<file path="src/rtl/coin_payout.sv">
// Change-payout controller: pays an amount greedily as 50/10/5 coin-eject pulses
// from three finite coin tubes and reports completion or an unpaid remainder.
module coin_payout #(
    parameter int unsigned PULSE_LEN = 3,
    parameter int unsigned GAP_LEN   = 3,
    parameter int unsigned TUBE_INIT = 7
) (
    input  logic       clk_i,
    input  logic       rst_i,
    input  logic [7:0] change_i,
    input  logic       load_i,
    input  logic       refill_i,
    output logic       busy_o,
    output logic       done_o,
    output logic       short_o,
    output logic [2:0] coin_o,
    output logic [7:0] remain_o,
    output logic [2:0] tube50_o,
    output logic [2:0] tube10_o,
    output logic [2:0] tube5_o
);

    localparam int unsigned MaxLen = (PULSE_LEN > GAP_LEN) ? PULSE_LEN : GAP_LEN;
    localparam int unsigned CntW   = (MaxLen > 1) ? $clog2(MaxLen) : 1;
    localparam logic [2:0]  TubeInit = 3'(TUBE_INIT);

    typedef enum logic [2:0] {
        StIdle,
        StSelect,
        StEject,
        StGap,
        StFinish
    } state_e;

    state_e          state_q;
    logic [CntW-1:0] cnt_q;
    logic [7:0]      remain_q;
    logic [2:0]      tube50_q, tube10_q, tube5_q;
    logic [2:0]      coin_q;
    logic            busy_q, done_q, short_q;

    logic [2:0]      pick_coin;
    logic [7:0]      pick_val;

    // Largest denomination that fits the remainder and still has a coin in its tube.
    always_comb begin
        pick_coin = 3'b000;
        pick_val  = 8'd0;
        if (remain_q >= 8'd50 && tube50_q != 3'd0) begin
            pick_coin = 3'b100;
            pick_val  = 8'd50;
        end else if (remain_q >= 8'd10 && tube10_q != 3'd0) begin
            pick_coin = 3'b010;
            pick_val  = 8'd10;
        end else if (remain_q >= 8'd5 && tube5_q != 3'd0) begin
            pick_coin = 3'b001;
            pick_val  = 8'd5;
        end
    end

    always_ff @(posedge clk_i) begin
        if (rst_i) begin
            state_q  <= StIdle;
            cnt_q    <= '0;
            remain_q <= 8'd0;
            tube50_q <= TubeInit;
            tube10_q <= TubeInit;
            tube5_q  <= TubeInit;
            coin_q   <= 3'b000;
            busy_q   <= 1'b0;
            done_q   <= 1'b0;
            short_q  <= 1'b0;
        end else begin
            done_q <= 1'b0;
            unique case (state_q)
                StIdle: begin
                    if (load_i) begin
                        remain_q <= change_i;
                        short_q  <= 1'b0;
                        busy_q   <= 1'b1;
                        state_q  <= StSelect;
                    end
                    if (refill_i) begin
                        tube50_q <= TubeInit;
                        tube10_q <= TubeInit;
                        tube5_q  <= TubeInit;
                    end
                end
                StSelect: begin
                    if (pick_coin != 3'b000) begin
                        remain_q <= remain_q - pick_val;
                        if (pick_coin[2]) tube50_q <= tube50_q - 3'd1;
                        if (pick_coin[1]) tube10_q <= tube10_q - 3'd1;
                        if (pick_coin[0]) tube5_q  <= tube5_q - 3'd1;
                        coin_q  <= pick_coin;
                        cnt_q   <= CntW'(PULSE_LEN - 1);
                        state_q <= StEject;
                    end else begin
                        if (remain_q != 8'd0) short_q <= 1'b1;
                        done_q  <= 1'b1;
                        state_q <= StFinish;
                    end
                end
                StEject: begin
                    if (cnt_q == '0) begin
                        coin_q  <= 3'b000;
                        cnt_q   <= CntW'(GAP_LEN - 1);
                        state_q <= StGap;
                    end else begin
                        cnt_q <= cnt_q - 1'b1;
                    end
                end
                StGap: begin
                    if (cnt_q == '0) begin
                        state_q <= StSelect;
                    end else begin
                        cnt_q <= cnt_q - 1'b1;
                    end
                end
                StFinish: begin
                    busy_q  <= 1'b0;
                    state_q <= StIdle;
                end
                default: begin
                    state_q <= StIdle;
                end
            endcase
        end
    end

    assign busy_o   = busy_q;
    assign done_o   = done_q;
    assign short_o  = short_q;
    assign coin_o   = coin_q;
    assign remain_o = remain_q;
    assign tube50_o = tube50_q;
    assign tube10_o = tube10_q;
    assign tube5_o  = tube5_q;

endmodule

</file>
<file path="config.mk">
export PLATFORM = sky130hd
export DESIGN_NAME = coin_payout
export DESIGN_NICKNAME = d
export VERILOG_FILES = /design/src/rtl/coin_payout.sv
export SDC_FILE = /design/constraint.sdc
export NUM_CORES = 1
export LEC_CHECK = 0
export ABC_AREA = 1
export BUFFER_PORTS_ARGS = -buffer_cell sky130_fd_sc_hd__clkbuf_2
export CORE_ASPECT_RATIO = 0.7
export CORE_MARGIN = 5
export CORE_UTILIZATION = 60
export CTS_BUF_LIST = sky130_fd_sc_hd__clkbuf_4 sky130_fd_sc_hd__clkbuf_8
export DETAILED_ROUTE_END_ITERATION = 12
export PLACE_DENSITY = 0.84
export SYNTH_ARGS = -nofsm -noshare
export SYNTH_HDL_FRONTEND = slang
export SYNTH_SLANG_ARGS = --single-unit
</file>
<file path="constraint.sdc">
create_clock -name clk_i -period 5.35 [get_ports clk_i]
set_clock_uncertainty 0.15 [all_clocks]
set_input_delay 0.2675 -clock clk_i [delete_from_list [all_inputs] [get_ports clk_i]]
set_output_delay 0.2675 -clock clk_i [all_outputs]
set_load 0.02 [all_outputs]
</file>
==> impl_results.md <==
* Status: complete, no violations
* HP Class: input pin to flop
* Largest net degree at the start of global routing at 24
* Row count at 16
* H-tree lvl count at 1
* Die ar. at ~4300 um^2
* Post-Synthesis Cells at 289
* Initial core utilization at 64.76%
* Post-layout nets at 347
* Fin crit share at approximately 54%
* Worst-Margin Slew at around 0.72 ns
* Syn avg cell area at roughly 6.5 um^2
* ANT nets after route at 0
* Gr usage total at 20.53%
* Post-DP HPWL at roughly 3300 um
* Chip width at 76.67 um
* Synthesized flop and latch total at 28
* Share of cells above drive strength 1 at 15.41%
* Commonest cells in the netlist: nand2_1, nand3_1, inv_1, nor2_1, dfxtp_1
* Clk_lat worst skew at 0.28 ns
* Average wire per standard cell at 12.17 um
* Via count at roughly 1900
* Gp weighted congestion at ~0.85
* Core ar. at slightly below 3000 um^2
* Unrepaired setup endpoints after global routing: false
* Startpoint Class: flop
* Count of port buffers added during placement at 34
* Most frequent cell after synthesis: nand2_1
* Via-to-Cell Ratio at ~5.3
* TritonRoute pass-1 iters at 4
* Fillers at approximately 250
* Setup violators final at 0
* Cell area after synthesis at between 1500 and 2000 um^2
* EDFF count, synth at 0
* Ports at 35
* CTS tree: done
* Critical path capture point type: flop
* Initial DRC Count at 152
* Post-CTS setup buffer count at 0
* Num CTS Buffers at 3
* Synth Flop Type: dfxtp_1
* Synth area leader: dfxtp_1
* Fin Setup TNS at 0 ns
* Syn_nets at 316
* DIE HEIGHT at ~57 um
* Area of the multi-input gates at between 1000 and 1500 um^2
* Critical path class: flop to flop
* Number of global-route vias before repair at about 1700
* Data arrival, critical path at ~3.0 ns
* Worst-path clk slew at 0.10 ns
* Max clock buf depth at 2
* First-pass GRT wire length at ~7600 um
* CP Max Fanout at 8
* Tmin final at about 2.9 ns
* Final Max Slew Viols at 0
* Top cells by area, synth: dfxtp_1, nand2_1, nand3_1
* Syn-to-layout area delta at 11.39%
* DRC Markers at 0
* Max_slew headroom at approximately half
* Max_cap viols at 0
* Routed WL at roughly 4300 um
* Peak Freq at between 300 and 400 MHz
* # clock sinks at 28
* Clock root buffer master: clkbuf_8
* Req. time, crit path at 5.42 ns
* Synth warn at 0
* Area share of the largest cell type after synthesis at a little under a third
* # diodes at 0
* Register area at 560.5 um^2
* Endpoints failing hold at 0
* Post-synth cell types at 29
* CTS Hold Bufs at 0
* Grt ovf at 0
* Worst path max stage delay at 0.40 ns
* Slowest CP cell: fa_1
* Initial antenna violation count at 0
* Ys async rst share at 0%
* PostCTS Resize Cnt at 0
* Worst Path Buf+Inv at 4
* Sequential fraction of the synthesis area at between 30 and 40%
* CP Cell Sequence: inv_1 -> ha_1 -> ha_1 -> inv_1 -> nand2_2 -> nand3_1 -> inv_1 -> ha_1 -> fa_1 -> inv_1 -> nand3_1 -> nand2_1 -> nand3_1 -> nand3_1 -> nand2_1 -> o21ai_0 -> nor2_1 -> nor2_1
* Family with the most delay on the worst path: adder cells
-- routing by layer --
metal	share of wire [%]	vias to the layer above	GRT usage, %
met5	0	-	0
met4	0.16	0	2.494
met3	7.2	2	4.473
met2	44	64	33.62
met1	49	831	28.39
li1	-	992	-
-- sequential cells by signal, indices dropped and copies added (netlist names) --
register,flops
busy_o,1
tube10_o,3
short_o,1
tube50_o,3
tube5_o,3
coin_o,3
state_q,3
done_o,1
cnt_q,2
remain_o,8
-- through the flow --
stage               instances  utilization (%)  setup WS (ns)  hold slack (ns)  cell area (um^2)
floorplan                 289                -          2.637           0.1866              1867
global placement          351            70.70          2.643           0.3129              2038
detailed placement        351            70.70          2.506           0.3211              2038
CTS                       354            72.14          2.485          0.06160              2079
global route              354            72.14          2.257          0.06879              2079
finish                    354            72.14          2.474          0.06447              2079
-- logic make-up (layout without fill, tap and decap cells) --
kind of cell,after synthesis,in the layout,synth area share (%)
fa+ha+maj,15,15,10.46
compound gates,35,35,10.72
buf+inv,47,76,10.19
xor+xnor,1,1,0.4693
flops,28,28,30.03
simple gates,163,163,38.14
-- worst paths after layout --
| check | startpoint | end | slack [ns] | cells after the start |
|---|---|---|---|---|
| min reg2reg | short_o | short_o | 0.33 | 2 |
| min | rst_i | cnt_q[1] | 0.06 | 2 |
| max | tube50_o[0] | remain_o[6] | 2.47 | 18 |
| max reg2reg | tube50_o[0] | remain_o[6] | 2.47 | 18 |
-- area by class of cell --
class / instances / area share (%)
Clock buffer: 3 / 1.986
Inverter: 39 / 7.040
Multi-Input combinational cell: 214 / 53.67
Sequential cell: 28 / 26.96
Tap cell: 36 / 2.166
Timing Repair Buffer: 34 / 8.183
-- layout by cell type (no fill, tap or decap), types with 2 or more instances in the layout --
cell type,n
inv_1,37
ha_1,14
nand2_2,4
nand4_1,3
nor2_1,29
a21oi_1,18
nand3b_1,4
o21a_1,2
a21oi_2,2
inv_2,2
clkbuf_2,34
clkbuf_8,3
o21ai_0,9
dfxtp_1,28
nand3_1,41
nand2_1,77
Power is left out: the tool's default activity adds up to more than one toggle a clock period on the data nets, which glitch-free logic cannot reach.
